==> config.mk <==
export PLATFORM = sky130hd
export DESIGN_NAME = addsub_16bit_seq
export DESIGN_NICKNAME = d
export VERILOG_FILES = /design/src/rtl/addsub_16bit_seq.sv
export SDC_FILE = /design/constraint.sdc
export NUM_CORES = 1
export LEC_CHECK = 0
export BUFFER_PORTS_ARGS = -buffer_cell sky130_fd_sc_hd__buf_2
export CORE_MARGIN = 2
export CORE_UTILIZATION = 53
export CTS_CLUSTER_SIZE = 40
export DETAILED_ROUTE_END_ITERATION = 8
export GPL_TIMING_DRIVEN = 0
export PLACE_DENSITY = 0.77
export SLEW_MARGIN = 20
export SYNTH_ARGS = -nofsm -noshare
export SYNTH_HDL_FRONTEND = slang
export SYNTH_SLANG_ARGS = --single-unit
==> constraint.sdc <==
create_clock -name clk -period 3.2 [get_ports clk]
set_clock_uncertainty 0.15 [all_clocks]
set_input_delay 0.32 -clock clk [delete_from_list [all_inputs] [get_ports clk]]
set_output_delay 0.32 -clock clk [all_outputs]
set_load 0.01 [all_outputs]
==> src/rtl/addsub_16bit_seq.sv <==
// Sequential 16-bit add/sub/packed-nibble-add/byte-reduce unit, one nibble per CALC cycle.
// Optional ovfl/zero flag ports are enabled by defining ADDSUB_SEQ_FLAGS_EN.
module addsub_16bit_seq (
    input  logic        clk,
    input  logic        rst_n,
    input  logic        start,
    input  logic [1:0]  op,
    input  logic [15:0] a,
    input  logic [15:0] b,
    output logic        busy,
    output logic        done,
    output logic [15:0] s
`ifdef ADDSUB_SEQ_FLAGS_EN
    ,
    output logic        ovfl,
    output logic        zero
`endif
);

    typedef enum logic [1:0] {IDLE, CALC, SAT, DONE} state_t;
    typedef enum logic [1:0] {OP_ADD = 2'b00, OP_SUB = 2'b01, OP_PADDSB = 2'b10, OP_RED = 2'b11} op_t;

    state_t      state;
    op_t         op_r;
    logic [15:0] a_r, b_r, acc;
    logic [1:0]  cnt;
    logic        carry;

    logic [3:0]  na, nb, nb_eff, pnib, res_nib;
    logic [4:0]  nsum;
    logic        cin, pov, is_addsub, b15_eff, asov;
    logic [7:0]  red8;
    logic [15:0] result;

    always_comb begin
        na       = a_r[{cnt, 2'b00} +: 4];
        nb       = b_r[{cnt, 2'b00} +: 4];
        nb_eff   = (op_r == OP_SUB) ? ~nb : nb;
        cin      = (op_r == OP_PADDSB) ? 1'b0 : carry;
        nsum     = {1'b0, na} + {1'b0, nb_eff} + {4'b0000, cin};
        pov      = (na[3] == nb[3]) && (nsum[3] != na[3]);
        pnib     = pov ? (na[3] ? 4'h8 : 4'h7) : nsum[3:0];
        res_nib  = (op_r == OP_PADDSB) ? pnib : nsum[3:0];

        // Whole-word signed overflow judged from operand signs against the accumulated sum
        is_addsub = (op_r == OP_ADD) || (op_r == OP_SUB);
        b15_eff   = (op_r == OP_SUB) ? ~b_r[15] : b_r[15];
        asov      = is_addsub && (a_r[15] == b15_eff) && (acc[15] != a_r[15]);
        red8      = a_r[15:8] + a_r[7:0] + b_r[15:8] + b_r[7:0];

        result = acc;
        if (op_r == OP_RED)
            result = {{8{red8[7]}}, red8};
        else if (asov)
            result = a_r[15] ? 16'h8000 : 16'h7FFF;
    end

    always_ff @(posedge clk or negedge rst_n) begin
        if (!rst_n) begin
            state <= IDLE;
            op_r  <= OP_ADD;
            a_r   <= '0;
            b_r   <= '0;
            acc   <= '0;
            cnt   <= '0;
            carry <= 1'b0;
            busy  <= 1'b0;
            done  <= 1'b0;
            s     <= '0;
`ifdef ADDSUB_SEQ_FLAGS_EN
            ovfl  <= 1'b0;
            zero  <= 1'b1;
`endif
        end else begin
            case (state)
                IDLE: begin
                    if (start) begin
                        op_r  <= op_t'(op);
                        a_r   <= a;
                        b_r   <= b;
                        cnt   <= '0;
                        carry <= (op == OP_SUB);
                        busy  <= 1'b1;
                        state <= CALC;
                    end
                end
                CALC: begin
                    acc[{cnt, 2'b00} +: 4] <= res_nib;
                    carry <= nsum[4];
                    cnt   <= cnt + 2'd1;
                    if (cnt == 2'd3)
                        state <= SAT;
                end
                SAT: begin
                    s     <= result;
`ifdef ADDSUB_SEQ_FLAGS_EN
                    ovfl  <= asov;
                    zero  <= (result == 16'h0000);
`endif
                    done  <= 1'b1;
                    state <= DONE;
                end
                DONE: begin
                    done  <= 1'b0;
                    busy  <= 1'b0;
                    carry <= 1'b0;
                    state <= IDLE;
                end
                default: state <= IDLE;
            endcase
        end
    end

endmodule

==> out/results.ini <==
[run_status]
status=finished with violations
violations=negative setup slack

[timing]
tightestPinTransition_ns=0.733
fmax_ghz=0.299
setup_viol=9
hold_ws_ns=0.0415
setup_ws_ns=-0.140
fin_crit_sh=1.04
hold_violations=0
slew_viol_final=0
period_needed_ns=3.34
worst_slew_margin_rel=0.511
rsz0062_at_grt=yes

[synth]
synth_xor_area_frac=0.0271
ys_warn_count=0
synth-seq-cells=73
synth-compound-area-share=0.128
syn-num-nets=466
synth_fa_ha_area_frac=0.132
synth_seq_area_share=0.417
netlist_area_um2=4380
synth_top_area_frac=0.417
ys_async_sr_fraction=1.00
ys_top_cells_by_area=dfrtp_1 42%, mux2_2 10%, fa_1 7.3%
synth_area_leader_cell=dfrtp_1
synth_edf_count=0
yosys.area_share.simple=0.0899
synth_mux_area_frac=0.142
synth_top_family_by_area=multiplexers
avgSynthCellArea_um2=11.1
postSynthCellCount=393
synth_cell_types=53
synth-main-ff-cell=dfrtp_1

[cts]
clockBufferDepth=2
cts.clk_slew.worst_paths_ns=0.08
h-tree-depth=3
cts_tree=done
clk_latency_ns=0.35
root_buffer=clkbuf_8
clock-sinks=73
cts_buffers=9

[place]
gp_congestion=0.819
dp_slack_ns=-0.516
hpwl_mm=7.08
portBuffers=54

[flow_run]
max_cap_violations=0

[routing]
finalWirelength_mm=9.54
final_antenna_net_count=0
dr.pass1.iters=4
vias=3213
drcViolationCount=0
post_drt_wl_per_cell_um=16.6
dr.first_iter.drc_count=142
viasPerCell=5.58

[final_layout]
antennaDiodeCount=0
final_util=0.641
fin_nets=539
final_common_cell=dfrtp_1
area_growth_pct=19.0
final_cell_mix=72 x dfrtp_1, 55 x buf_2, 52 x inv_1, 39 x mux2_2, 28 x a21oi_1
drive_gt1_frac=0.344

[critical_path]
cp_max_fo=4
crit_chain=inv_2, fa_1, fa_1, inv_2, ha_4, fa_2, a211oi_2, o21ai_2, nor4bb_4, a21oi_2, buf_6, o221ai_1
slowest_delay_ns=0.52
crit_path_top_delay_cell=fa_1
r2r_setup_slack_ns=-0.14
regToRegStartpoint=a_r[1]
r2r-end=s[7]
endpoint_kind=register
cp_num_buf_inv=3
critPathKind=reg2reg
cp_top_family=adder cells
critPathArrivalTime_ns=3.39
reg2regPathDepth=12
cp.required_ns=3.25
startpoint_type=register

[floorplan]
die_w_um=94.9
io_pins=55
core_um2=8130
rows=33
die_area_um2=9010
dieHeight_um=94.9
start_util=0.539

[grt]
antenna_found_initial=0
grt_max_degree=44
grt_pass1_vias=3220
grt_use_met3=0.0567
gr-usage-met2=0.368
grt_overflow=0
grt_pass1_wl_mm=15.8
met1_usage=0.312
gr-max-usage-layer=met2
globalRouteTotalUtil=0.232

[worst_hold_path]
min_from=b[5]
hold_path.class=in2reg
holdPathEnd=b_r[5]
hold_depth=2

flip-flops by register name (all words and copies together) (netlist names):
name   cells
acc       16
op_r       2
s         16
carry      1
done       1
state      2
cnt        2
a_r       16
b_r       16
busy       1
worst max path at each step:
stage                      start      to  slack (ns)  cells past startpoint
after floorplan           a_r[1]   s[10]       0.003                     11
after global routing      a_r[1]    s[9]       -0.29                     12
after global placement    cnt[0]  acc[0]       -0.41                      9
after detailed placement  cnt[0]  acc[4]       -0.52                      9
final                     a_r[1]    s[7]       -0.14                     12
after CTS                 b_r[1]    s[8]       -0.07                     12
final cells by class:
| cell class | count | area (um2) |
|---|---|---|
| Inverter | 54 | 203 |
| Buffer | 15 | 81.3 |
| Fill cell | 628 | 2920 |
| Sequential cell | 73 | 1830 |
| Clock inverter | 5 | 40.0 |
| Tap cell | 105 | 131 |
| Timing Repair Buffer | 62 | 355 |
| Multi-Input combinational cell | 251 | 2430 |
| Clock buffer | 11 | 141 |
Yosys cell counts (all sizes together) (2+ instances only):
master  count
nand2      27
mux2       39
clkbuf     10
a21oi      31
buf         5
ha         20
a211oi      3
o41ai       8
nor2b       8
nor3        2
o21ai      13
nand2b      2
fa         16
nor4b       2
xnor2       4
inv        54
nand3b      2
nand4       2
nand3       3
mux4        8
xor2        7
a22o        4
o221ai      8
a21o        3
or4b        2
a21boi      3
dfrtp      73
and2        2
o22ai       2
o21a        2
nor2       13
through the flow:
| stage | cells | cell area (um2) | setup TNS (ns) |
|---|---|---|---|
| after floorplan | 393 | 4390 | 0 |
| after global placement | 552 | 4790 | -7.62 |
| after CTS | 574 | 5060 | -0.411 |
| final | 576 | 5210 | -1.06 |
| after global routing | 576 | 5210 | -2.54 |
| after detailed placement | 553 | 4810 | -9.65 |
cells by family after synthesis:
family                   Yosys count
flip-flops                        73
multiplexers                      47
buffers and inverters             69
XOR/XNOR                          12
adder cells (fa/ha/maj)           37
AO/OA/AOI/OAI                     84
AND/OR/NAND/NOR                   71
per-layer routing:
metal	vias up	wire length [um]
met4	0	201
met5	-	0
met1	1582	4240
met2	99	4570
met3	20	524
li1	1512	-
worst register-to-register path, cell delays in order, from the launching register on:
cell and delay (ns):
dfrtp_1 0.39, inv_2 0.05, fa_1 0.52, fa_1 0.51
inv_2 0.05, ha_4 0.15, fa_2 0.36, a211oi_2 0.29
o21ai_2 0.10, nor4bb_4 0.16, a21oi_2 0.20, buf_6 0.16
o221ai_1 0.10
repair_timing:
action | in CTS | in global routing
buffers inserted | 4 | 1
pin swaps | 4 | 8
hold buffers | 1 | 0
cloned | 0 | 1
hold endpoints to repair | 30 | 0
gates resized for setup | 9 | 26
setup endpoints to repair | 26 | 27
Power is left out: the tool's default activity adds up to more than one toggle a clock period on the data nets, which glitch-free logic cannot reach.
